File: config.mk
export PLATFORM = sky130hd
export DESIGN_NAME = lsu_axil_bridge
export DESIGN_NICKNAME = d
export VERILOG_FILES = /design/src/rtl/lsu_axil_bridge_pkg.sv /design/src/rtl/lsu_axil_bridge_phase_timer.sv /design/src/rtl/lsu_axil_bridge.sv
export SDC_FILE = /design/constraint.sdc
export NUM_CORES = 1
export LEC_CHECK = 0
export ABC_AREA = 1
export BUFFER_PORTS_ARGS = -buffer_cell sky130_fd_sc_hd__buf_4
export CELL_PAD_IN_SITES_DETAIL_PLACEMENT = 0
export CELL_PAD_IN_SITES_GLOBAL_PLACEMENT = 1
export CORE_AREA = 2 2 129 131
export CTS_BUF_LIST = sky130_fd_sc_hd__clkbuf_16
export DETAILED_ROUTE_END_ITERATION = 8
export DIE_AREA = 0 0 131 133
export HOLD_SLACK_MARGIN = 0.15
export PLACE_DENSITY = 0.78
export SKIP_CTS_REPAIR_TIMING = 1
export SLEW_MARGIN = 40
export SYNTH_ARGS = -nofsm -noshare
export SYNTH_HDL_FRONTEND = slang
export SYNTH_SLANG_ARGS = --single-unit
File: constraint.sdc
create_clock -name clk -period 4.4 [get_ports clk]
set_clock_uncertainty 0.15 [all_clocks]
set_input_delay 0.22 -clock clk [delete_from_list [all_inputs] [get_ports clk]]
set_output_delay 0.22 -clock clk [all_outputs]
set_load 0.02 [all_outputs]
File: src/rtl/lsu_axil_bridge_pkg.sv
// lsu_axil_bridge_pkg: shared state encoding and AXI4-Lite constants for the LSU bridge.
package lsu_axil_bridge_pkg;

    // One-hot to match the core's control decoding style
    typedef enum logic [5:0] {
        IDLE    = 6'b000001,
        RD_ADDR = 6'b000010,
        RD_DATA = 6'b000100,
        WR_REQ  = 6'b001000,
        WR_RESP = 6'b010000,
        DONE    = 6'b100000
    } state_e;

    localparam logic [1:0] RESP_OKAY   = 2'b00;
    localparam logic [1:0] RESP_SLVERR = 2'b10;
    localparam logic [1:0] RESP_DECERR = 2'b11;

    localparam logic [31:0] DEF_ERR_RDATA = 32'hDEAD_BEEF;

endpackage

File: src/rtl/lsu_axil_bridge_phase_timer.sv
// lsu_axil_bridge_phase_timer: counts cycles spent in one AXI phase, flags when the budget is used up.
module lsu_axil_bridge_phase_timer #(
    parameter int TIMEOUT = 256
) (
    input  logic clk,
    input  logic rst,
    input  logic clear_i,
    input  logic en_i,
    output logic expired_o
);

    localparam int W = $clog2(TIMEOUT);

    logic [W-1:0] cnt_q;

    always_ff @(posedge clk) begin
        if (rst || clear_i) cnt_q <= '0;
        else if (en_i) cnt_q <= cnt_q + W'(1);
    end

    assign expired_o = en_i && (cnt_q == W'(TIMEOUT - 1));

endmodule

File: src/rtl/lsu_axil_bridge.sv
// lsu_axil_bridge: turns each core data-memory request into one AXI4-Lite transaction,
// stalling the core until it completes.
module lsu_axil_bridge
    import lsu_axil_bridge_pkg::*;
#(
    parameter int          TIMEOUT   = 256,
    parameter logic [31:0] ERR_RDATA = DEF_ERR_RDATA
) (
    input  logic        clk,
    input  logic        rst,
    input  logic        req_valid_i,
    input  logic        req_wen_i,
    input  logic [31:0] req_addr_i,
    input  logic [31:0] req_wdata_i,
    input  logic [3:0]  req_wmask_i,
    output logic [31:0] rsp_rdata_o,
    output logic        rsp_valid_o,
    output logic        stall_o,
    output logic        err_o,
    output logic        m_awvalid_o,
    input  logic        m_awready_i,
    output logic [31:0] m_awaddr_o,
    output logic        m_wvalid_o,
    input  logic        m_wready_i,
    output logic [31:0] m_wdata_o,
    output logic [3:0]  m_wstrb_o,
    input  logic        m_bvalid_i,
    output logic        m_bready_o,
    input  logic [1:0]  m_bresp_i,
    output logic        m_arvalid_o,
    input  logic        m_arready_i,
    output logic [31:0] m_araddr_o,
    input  logic        m_rvalid_i,
    output logic        m_rready_o,
    input  logic [31:0] m_rdata_i,
    input  logic [1:0]  m_rresp_i
);

    state_e      state_q;
    logic [31:0] addr_q, wdata_q, rdata_q;
    logic [3:0]  wstrb_q;
    logic        arvalid_q, rready_q, awvalid_q, wvalid_q, bready_q, err_q;
    logic        waiting, wr_both, adv, expired;

    assign waiting = state_q inside {RD_ADDR, RD_DATA, WR_REQ, WR_RESP};
    // AW and W each count as done once their valid has dropped or is handshaking now
    assign wr_both = (!awvalid_q || m_awready_i) && (!wvalid_q || m_wready_i);
    assign adv = (state_q == IDLE && req_valid_i) || (state_q == RD_ADDR && m_arready_i) ||
                 (state_q == RD_DATA && m_rvalid_i) || (state_q == WR_REQ && wr_both) ||
                 (state_q == WR_RESP && m_bvalid_i) || state_q == DONE || expired;

    lsu_axil_bridge_phase_timer #(.TIMEOUT(TIMEOUT)) u_timer (
        .clk      (clk),
        .rst      (rst),
        .clear_i  (adv),
        .en_i     (waiting),
        .expired_o(expired)
    );

    always_ff @(posedge clk) begin
        if (rst) begin
            state_q   <= IDLE;
            arvalid_q <= 1'b0;
            rready_q  <= 1'b0;
            awvalid_q <= 1'b0;
            wvalid_q  <= 1'b0;
            bready_q  <= 1'b0;
            err_q     <= 1'b0;
            rdata_q   <= '0;
        end else begin
            case (state_q)
                IDLE: if (req_valid_i) begin
                    addr_q    <= {req_addr_i[31:2], 2'b00};
                    wdata_q   <= req_wdata_i;
                    wstrb_q   <= req_wmask_i;
                    arvalid_q <= !req_wen_i;
                    awvalid_q <= req_wen_i;
                    wvalid_q  <= req_wen_i;
                    state_q   <= req_wen_i ? WR_REQ : RD_ADDR;
                end
                RD_ADDR: if (m_arready_i) begin
                    arvalid_q <= 1'b0;
                    rready_q  <= 1'b1;
                    state_q   <= RD_DATA;
                end else if (expired) begin
                    arvalid_q <= 1'b0;
                    rdata_q   <= ERR_RDATA;
                    err_q     <= 1'b1;
                    state_q   <= DONE;
                end
                RD_DATA: if (m_rvalid_i) begin
                    rready_q <= 1'b0;
                    rdata_q  <= m_rdata_i;
                    err_q    <= err_q | (m_rresp_i != RESP_OKAY);
                    state_q  <= DONE;
                end else if (expired) begin
                    rready_q <= 1'b0;
                    rdata_q  <= ERR_RDATA;
                    err_q    <= 1'b1;
                    state_q  <= DONE;
                end
                WR_REQ: begin
                    if (m_awready_i) awvalid_q <= 1'b0;
                    if (m_wready_i) wvalid_q <= 1'b0;
                    if (wr_both) begin
                        bready_q <= 1'b1;
                        state_q  <= WR_RESP;
                    end else if (expired) begin
                        awvalid_q <= 1'b0;
                        wvalid_q  <= 1'b0;
                        err_q     <= 1'b1;
                        state_q   <= DONE;
                    end
                end
                WR_RESP: if (m_bvalid_i) begin
                    bready_q <= 1'b0;
                    err_q    <= err_q | (m_bresp_i != RESP_OKAY);
                    state_q  <= DONE;
                end else if (expired) begin
                    bready_q <= 1'b0;
                    err_q    <= 1'b1;
                    state_q  <= DONE;
                end
                DONE:    state_q <= IDLE;
                default: state_q <= IDLE;
            endcase
        end
    end

    assign rsp_rdata_o = rdata_q;
    assign rsp_valid_o = state_q == DONE;
    assign stall_o     = req_valid_i && state_q != DONE;
    assign err_o       = err_q;
    assign m_awvalid_o = awvalid_q;
    assign m_awaddr_o  = addr_q;
    assign m_wvalid_o  = wvalid_q;
    assign m_wdata_o   = wdata_q;
    assign m_wstrb_o   = wstrb_q;
    assign m_bready_o  = bready_q;
    assign m_arvalid_o = arvalid_q;
    assign m_araddr_o  = addr_q;
    assign m_rready_o  = rready_q;

endmodule

==> qor.yml, run 1 <==
hold_start: "m_rresp_i[0]"
first_global_vias: 3803
core-area_um2: 16200
rsz0062_at_grt: "no"
ys.warnings.count: 0
reg2reg_from: "state_q[5]"
p_comb_share_pct: 15.9
rows: 47
maxSlewViolCount: 0
h-tree-depth: 4
clock_path_buffers: 2
fmax_mhz: 394
slowest_delay_ns: 0.56
finalSetupViolations: 0
fin_util_pct: 51.9
ir_worst_vdd_uv: 229
arrival_ns: 2.74
yosysTopAreaCell: "edfxtp_1"
portBuffers: 246
drt-wirelength-per-cell_um: 14.6
fin_setup_tns_ns: 0
fin_crit_ns: 2.54
insertion_delay_ns: 0.41
synth_seq_cells: 118
drc: 0
gp_congestion: 0.822
status: "completed"
p_per_area_nw_per_um2: 394
synthMuxAreaShare_pct: 0
track_usage_pct: 15.3
synth_top_family_by_area: "simple AND/OR/NAND/NOR gates"
endpoint_kind: "flip-flop"
cts_tree: "yes"
drt_iter0_drc: 210
crit_path_start: "state_q[5]"
n_antenna_cell: 0
vias: 4305
ant_nets: 0
power_uw: 3300
hp-class: "input port to flip-flop"
drive_gt1_share_pct: 41.1
nets: 886
synth_edf_count: 66
overflow: 0
yosys.area_share.adder_pct: 0.265
synth.avg_cell_area_um2: 11.0
antenna_found_initial: 0
critPathRequiredTime_ns: 4.60
die_width_um: 131
intPower_uw: 2460
ys_top_cells_by_count: "nor2_1, edfxtp_1, dfxtp_1"
ys.flop_type: "edfxtp_1"
start_kind: "flip-flop"
grt_pass1_wl_um: 19900
power.share.switching_pct: 25.4
post_dp_cell_area_um2: 6580
p_sw_uw: 840
drt-total-wl_um: 14700
crit_fanout: 35
cts_num_sinks: 118
synth_seq_area_share_pct: 64.0
yosysMostFrequentCell: "nor2_1"
cts_buffers: 17
dp_hpwl_um: 10300
critPathSlowestCell: "dlygate4sd3_1"
synthCells: 428
synth-simple-area-share_pct: 15.8
dr.pass1.iters: 6
synth-compound-area-share_pct: 8.21
finalCritPeriodShare_pct: 57.7
hold_violations: 0
yosys.cell_types.count: 36
seqPwrFrac_pct: 38.7
die_h_um: 133
finalInstanceArea_um2: 8390
clockPowerShare_pct: 45.4
synth.top_cell.area_share_pct: 41.9
crit_type: "flip-flop to flip-flop"
dieArea_um2: 17400
synth_xor_area_share_pct: 0.927
critPathBufInv: 3
synthTopCellsByArea: "edfxtp_1, dfxtp_1, buf_4"
synthesis.area_um2: 4730
crit_chain: "nor2_2, nand3_2, inv_2, nand2_4, inv_1, nand2_1, a21oi_1, dlygate4sd3_1"
cp_top_family: "buffers and inverters"
viasPerCell: 4.28
maxCapViolCount: 0
io_pins: 253
start_util_pct: 29.2
cts_root_buf: "clkbuf_16"
grt_start_max_net_pins: 42
clk_pin_slew_ns: 0.06
layout-area-overhead-vs-synth_pct: 77.4
async_flop_share_pct: 0
leakage_uw: 0.00385
[placed cells by master, fill, tap and decap left out, types with 6 or more instances in the layout]
master and count:
buf_4 248, nor3_1 6, a21oi_1 21, nand3_1 18, inv_1 45, o21ai_0 9
dlygate4sd3_1 116, nand2_1 39, clkbuf_16 17, nor2_1 66, dfxtp_1 52, edfxtp_1 66
inv_6 7, o21ai_2 21
[power by group through the flow]
stage                     registers (uW)  logic, uW  clock network [uW]
after CTS                           1280        439                1530
after global routing                1290        562                1580
final                               1280        525                1500
after detailed placement            1300        438                   0
after floorplan                     1370        164                   0
after global placement              1300        424                   0
[flip-flops by register name, summed over array words and instances (netlist names)]
register,count
u_timer.cnt_q,8
err_o,1
m_araddr_o,30
m_arvalid_o,1
rsp_rdata_o,32
m_wstrb_o,4
m_wdata_o,32
m_bready_o,1
m_awvalid_o,1
state_q,6
m_wvalid_o,1
m_rready_o,1
[metrics by stage]
| step | instances | setup WS, ns | hold WS (ns) |
|---|---|---|---|
| after detailed placement | 857 | 1.94 | 0.249 |
| after CTS | 889 | 1.91 | -0.191 |
| after global routing | 1005 | 1.63 | 0.272 |
| after floorplan | 431 | 0.00561 | 0.169 |
| final | 1005 | 1.86 | 0.218 |
| after global placement | 856 | 1.58 | 0.249 |
[logic make-up after synthesis]
logic type	after synthesis
other cells	1
simple gates	153
xor+xnor	5
flops	118
fa+ha+maj	1
buf+inv	92
compound gates	58
[layer usage]
| metal | global-route usage [%] | routed length, um |
|---|---|---|
| met5 | 0 | 0 |
| met4 | 5.50 | 184 |
| met3 | 6.27 | 1260 |
| met2 | 27.6 | 7790 |
| met1 | 15.7 | 5430 |
[worst register-to-register path, cell delays in order, from the launching register on]
cell	delay, ns
dfxtp_1	0.35
nor2_2	0.23
nand3_2	0.19
inv_2	0.15
nand2_4	0.26
inv_1	0.34
nand2_1	0.09
a21oi_1	0.16
dlygate4sd3_1	0.56
[path summary, 6_finish.rpt]
path                            depth (start not counted)              end  slack [ns]
worst max-delay path                                    8  rsp_rdata_o[17]        1.86
worst min-delay path                                    7            err_o        0.22
worst max register to register                          8  rsp_rdata_o[17]        1.86
worst min register to register                          2            err_o        0.31
[layout make-up]
class	count	area (um^2)
clock buffer	17	425
clock inverter	15	215
fill	1405	7790
inverter	49	184
multi-input combinational	221	1210
sequential	118	3020
tap	220	275
timing repair buffer	365	3050
Power figures use the tool's default switching activity.
==> inputs of run 2 (changes only) <==
--- a/config.mk
+++ b/config.mk
@@ -5,7 +5,7 @@
 export SDC_FILE = /design/constraint.sdc
 export NUM_CORES = 1
 export LEC_CHECK = 0
-export ABC_AREA = 1
+export ABC_AREA = 0
 export BUFFER_PORTS_ARGS = -buffer_cell sky130_fd_sc_hd__buf_4
 export CELL_PAD_IN_SITES_DETAIL_PLACEMENT = 0
 export CELL_PAD_IN_SITES_GLOBAL_PLACEMENT = 1
@@ -14,7 +14,7 @@
 export DETAILED_ROUTE_END_ITERATION = 8
 export DIE_AREA = 0 0 131 133
 export HOLD_SLACK_MARGIN = 0.15
-export PLACE_DENSITY = 0.78
+export PLACE_DENSITY = 0.76
 export SKIP_CTS_REPAIR_TIMING = 1
 export SLEW_MARGIN = 40
 export SYNTH_ARGS = -nofsm -noshare
==> constraint.sdc (replaced) <==
create_clock -name clk -period 2.05 [get_ports clk]
set_clock_uncertainty 0.15 [all_clocks]
set_input_delay 0.1025 -clock clk [delete_from_list [all_inputs] [get_ports clk]]
set_output_delay 0.1025 -clock clk [all_outputs]
set_load 0.02 [all_outputs]
==> run 2 against run 1 <==
Net effect:
- wire length is 1.8% higher
- global-route usage is 0.051 points lower
- highest routed layer unchanged
- sequential power is 110% higher
- utilization is 0.31 points higher
- flip-flop and latch count stayed put
- critical path type unchanged
- count of clock-buffer cells in the layout stayed put
==> qor.yml, run 2 <==
worstRegToRegCells: 4
dr.pass1.iters: 4
layout_common_cells: "buf_4, dlygate4sd3_1, edfxtp_1"
insertion_delay_ns: 0.41
synth_seq_area_share_pct: 64.1
io_pins: 253
final_common_cell: "buf_4"
synth.top_cell.area_share_pct: 42.0
drc: 0
track_usage_pct: 15.3
critPathSlowestCell: "dfxtp_2"
grt_start_max_net_pins: 51
dp_hpwl_um: 10400
core-area_um2: 16200
clockPowerShare_pct: 45.4
endpoint_kind: "flip-flop"
drt-total-wl_um: 14900
synthesis.area_um2: 4720
arrival_ns: 1.91
reg2reg_from: "state_q[4]"
maxCapViolCount: 0
finalCritPeriodShare_pct: 96.0
async_flop_share_pct: 0
yosysMostFrequentCell: "edfxtp_1"
synth_edf_count: 66
cts_root_buf: "clkbuf_16"
synthCells: 378
synth.avg_cell_area_um2: 12.5
crit_chain: "nor2_1, and4_4, nor2b_4, buf_12"
intPower_uw: 4840
overflow: 0
drt_iter0_drc: 149
p_per_area_nw_per_um2: 750
leakage_uw: 0.00351
synth_seq_cells: 118
die_h_um: 133
viasPerCell: 4.41
portBuffers: 246
critPathRequiredTime_ns: 2.00
crit_fanout: 35
yosys.cell_types.count: 46
dieArea_um2: 17400
synthTopCellsByArea: "edfxtp_1, dfxtp_1, a211oi_2"
crit_type: "flip-flop to flip-flop"
r2r-end: "m_araddr_o[30]"
drive_gt1_share_pct: 46.1
rrSetupSlack_ns: 0.08
seqPwrFrac_pct: 41.7
start_kind: "flip-flop"
fin_crit_ns: 1.97
fin_hold_ws_ns: 0.263
start_util_pct: 29.2
n_antenna_cell: 0
rows: 47
grt_pass1_wl_um: 20100
layout-area-overhead-vs-synth_pct: 78.9
multi_input_area_um2: 1310
finalSetupViolations: 0
worst_pin_slew_ns: 0.643
regArea_um2: 3030
ant_nets: 0
yosysTopAreaCell: "edfxtp_1"
hold_violations: 0
first_global_vias: 3707
place_inst: 816
cts_num_sinks: 118
p_comb_share_pct: 12.9
die_width_um: 131
finalNonFillerCells: 959
ys.flop_type: "edfxtp_1"
clk_pin_slew_ns: 0.06
power.share.switching_pct: 23.6
ys.warnings.count: 0
vias: 4227
status: "completed"
ir_worst_vdd_uv: 565
maxSlewViolCount: 0
fmax_mhz: 508
hp-class: "input port to flip-flop"
cts_tree: "yes"
slew_headroom_pct: 57.1
ys_top_cells_by_count: "edfxtp_1, dfxtp_1, nor2_1"
drt-wirelength-per-cell_um: 15.6
p_sw_uw: 1490
clock_path_buffers: 2
crit_path_start: "state_q[4]"
cts_buffers: 17
slowest_delay_ns: 0.36
crit_end: "m_araddr_o[30]"
antenna_found_initial: 0
gp_congestion: 0.788
nets: 841
h-tree-depth: 4
fill_cells: 1413
[run 2: layer usage]
layer  vias up  track usage, %  wire length, um
met5         -               0                0
met4         0            6.97              256
met3        22            4.97             1040
met2       174            27.2             7940
met1      2029            16.0             5690
li1       2002               -                -
[run 2: final cells by class]
class,instances,area share (%)
clock buffer,17,5.04
tap,220,3.26
sequential,118,35.9
multi-input combinational,182,15.6
clock inverter,14,1.81
timing repair buffer,374,36.9
inverter,34,1.51
[run 2: metrics by stage]
step | total power [uW] | setup slack, ns | setup TNS (ns) | area, um^2 | utilization, %
2_1_floorplan | 2990 | -0.455 | -30.00 | 4750 | -
3_3_place_gp | 3310 | 0.0151 | 0 | 6690 | 41.4
3_5_place_dp | 3320 | -0.0460 | -0.406 | 6690 | 41.4
4_1_cts | 6210 | -0.0751 | -1.13 | 7270 | 44.9
5_1_grt | 6580 | -0.00959 | -0.0316 | 8440 | 52.2
6_report | 6330 | 0.0830 | 0 | 8440 | 52.2
[run 2: how the worst min path moves through the flow]
stage	start	slack, ns	depth (start not counted)	to
detailed placement	req_addr_i[26]	0.13	1	m_araddr_o[26]
global placement	req_addr_i[26]	0.13	1	m_araddr_o[26]
finish	req_wdata_i[8]	0.26	2	m_wdata_o[8]
global route	req_wdata_i[27]	0.25	2	m_wdata_o[27]
floorplan	req_addr_i[10]	0.05	0	m_araddr_o[10]
CTS	req_wdata_i[27]	-0.30	1	m_wdata_o[27]
[run 2: power groups by stage]
stage | clock (uW) | combinational (uW) | sequential, uW
5_1_grt | 3060 | 870 | 2650
6_report | 2870 | 814 | 2640
2_1_floorplan | 0 | 222 | 2770
3_3_place_gp | 0 | 627 | 2680
3_5_place_dp | 0 | 635 | 2690
4_1_cts | 2940 | 636 | 2640
[run 2: kinds of logic (layout without fill, tap and decap cells)]
logic type	count (synthesis)	in the layout	synth area share, %
AOI/OAI and AO/OA	56	57	11.1
xor gates and xnor gates	8	8	1.49
adders and majority gates	1	1	0.265
buffers and inverters	82	439	9.82
DFF	118	118	64.1
muxes	2	2	0.425
other	1	4	0.0795
and+or+nand+nor	110	110	12.7
[run 2: critical path, delay by kind of cell (launching register included)]
family                 cells  cell delay, ns
flip-flops                 1            0.36
buffers and inverters      1            0.23
AND/OR/NAND/NOR            3            0.89
==> inputs of run 3 (changes only) <==
--- a/config.mk
+++ b/config.mk
@@ -15,6 +15,7 @@
 export DIE_AREA = 0 0 131 133
 export HOLD_SLACK_MARGIN = 0.15
 export PLACE_DENSITY = 0.76
+export REMOVE_ABC_BUFFERS = 1
 export SKIP_CTS_REPAIR_TIMING = 1
 export SLEW_MARGIN = 40
 export SYNTH_ARGS = -nofsm -noshare
==> run 3 against run 2 <==
Net effect:
- global-route usage down 0.27 points
- combinational power up 2%
- critical path depth up 2
- count of clock-buffer cells in the layout up 3
- critical endpoint is now err_o
- largest cell class unchanged
- largest power group unchanged
- highest routed layer is now met5
==> qor.yml, run 3 (same netlist as run 2, synthesis figures left out) <==
cts_root_buf: "clkbuf_16"
endpoint_kind: "flip-flop"
layout-area-overhead-vs-synth_pct: 82.3
clk_pin_slew_ns: 0.06
insertion_delay_ns: 0.41
fin_crit_ns: 1.98
critPathBufInv: 1
n_antenna_cell: 0
multi_input_area_um2: 1270
fmax_mhz: 506
dieArea_um2: 17400
rows: 47
overflow: 0
cts_tree: "yes"
dr.pass1.iters: 4
post_dp_cell_area_um2: 6860
hold_start: "m_rresp_i[1]"
portBuffers: 246
nets: 858
gp_congestion: 0.834
antenna_found_initial: 1
viasPerCell: 4.32
layout_common_cells: "buf_4, dlygate4sd3_1, edfxtp_1"
finalInstanceArea_um2: 8600
maxSlewViolCount: 0
core-area_um2: 16200
p_per_area_nw_per_um2: 767
hp-class: "input port to flip-flop"
rrSetupSlack_ns: 0.07
slowest_delay_ns: 0.64
drc: 0
place_inst: 837
leakage_uw: 0.00366
worstRegToRegCells: 6
regArea_um2: 3030
critPathRequiredTime_ns: 2.17
die_h_um: 133
io_pins: 253
crit_type: "flip-flop to flip-flop"
cts_num_sinks: 118
arrival_ns: 2.09
start_kind: "flip-flop"
r2r-end: "err_o"
drt_iter0_drc: 191
dp_hpwl_um: 10500
vias: 4225
hold_violations: 0
drive_gt1_share_pct: 46.5
hold_depth: 4
fill_cells: 1373
finalCritPeriodShare_pct: 96.4
finalSetupViolations: 0
ant_nets: 0
hold_path_end: "err_o"
crit_chain: "nor3_1, buf_4, and3_1, or4b_2, nor2_1, a311oi_1"
final_common_cell: "buf_4"
fin_util_pct: 53.2
die_width_um: 131
critPathSlowestCell: "or4b_2"
track_usage_pct: 15.0
reg2reg_from: "state_q[1]"
clock_path_buffers: 2
cp_top_family: "simple AND/OR/NAND/NOR gates"
crit_fanout: 7
h-tree-depth: 4
cts_buffers: 17
finalNonFillerCells: 977
drt-wirelength-per-cell_um: 14.9
grt_pass1_wl_um: 19800
drt-total-wl_um: 14600
grt_start_max_net_pins: 36
maxCapViolCount: 0
status: "completed"
ir_worst_vdd_uv: 550
start_util_pct: 29.2
first_global_vias: 3838
run 3: layer usage:
metal  global-route usage [%]  up-vias  part of all wire, %
met5                        0        -                0.089
met4                     5.91        2                  1.6
met3                     4.33       22                  6.9
met2                     27.2      164                   53
met1                     16.1     2001                   39
li1                         -     2036                    -
run 3: final cells by class:
| class | instances | share of cell area [%] |
|---|---|---|
| Multi-Input combinational cell | 181 | 14.8 |
| Tap cell | 220 | 3.20 |
| Timing Repair Buffer | 392 | 38.0 |
| Sequential cell | 118 | 35.3 |
| Inverter | 34 | 1.48 |
| Clock buffer | 20 | 5.82 |
| Clock inverter | 12 | 1.48 |
run 3: report_power, final:
group / internal, uW / switching, uW
registers: 2600 / 44.5
logic: 465 / 364
clock network: 2100 / 1020
total: 5160 / 1430
run 3: worst register-to-register path: cells and delay by family, from the launching register on:
family          cells  cell delay, ns
simple gates        4            1.05
flops               1            0.43
buf+inv             1            0.15
compound gates      1            0.05
run 3: worst max-delay path by stage:
stage               start             end  slack [ns]  depth (start not counted)
6_report       state_q[1]           err_o        0.07                          6
5_1_grt        state_q[1]   m_wdata_o[24]       -0.02                          4
4_1_cts        state_q[0]  rsp_rdata_o[2]       -0.02                          6
3_5_place_dp   state_q[0]  rsp_rdata_o[2]      -0.003                          6
3_3_place_gp   state_q[1]           err_o        0.06                          6
2_1_floorplan  state_q[1]  m_araddr_o[10]       -2.57                          3
run 3: stage by stage:
step           power, uW  TNS (ns)  setup WS [ns]  hold WS (ns)
6_report            6590         0         0.0740         0.101
5_1_grt             6830    -0.895        -0.0234         0.154
3_5_place_dp        3350  -0.00261       -0.00261         0.132
3_3_place_gp        3330         0         0.0649         0.131
2_1_floorplan       2920   -169.93          -2.57        0.0171
4_1_cts             6490   -0.0173        -0.0152        -0.300
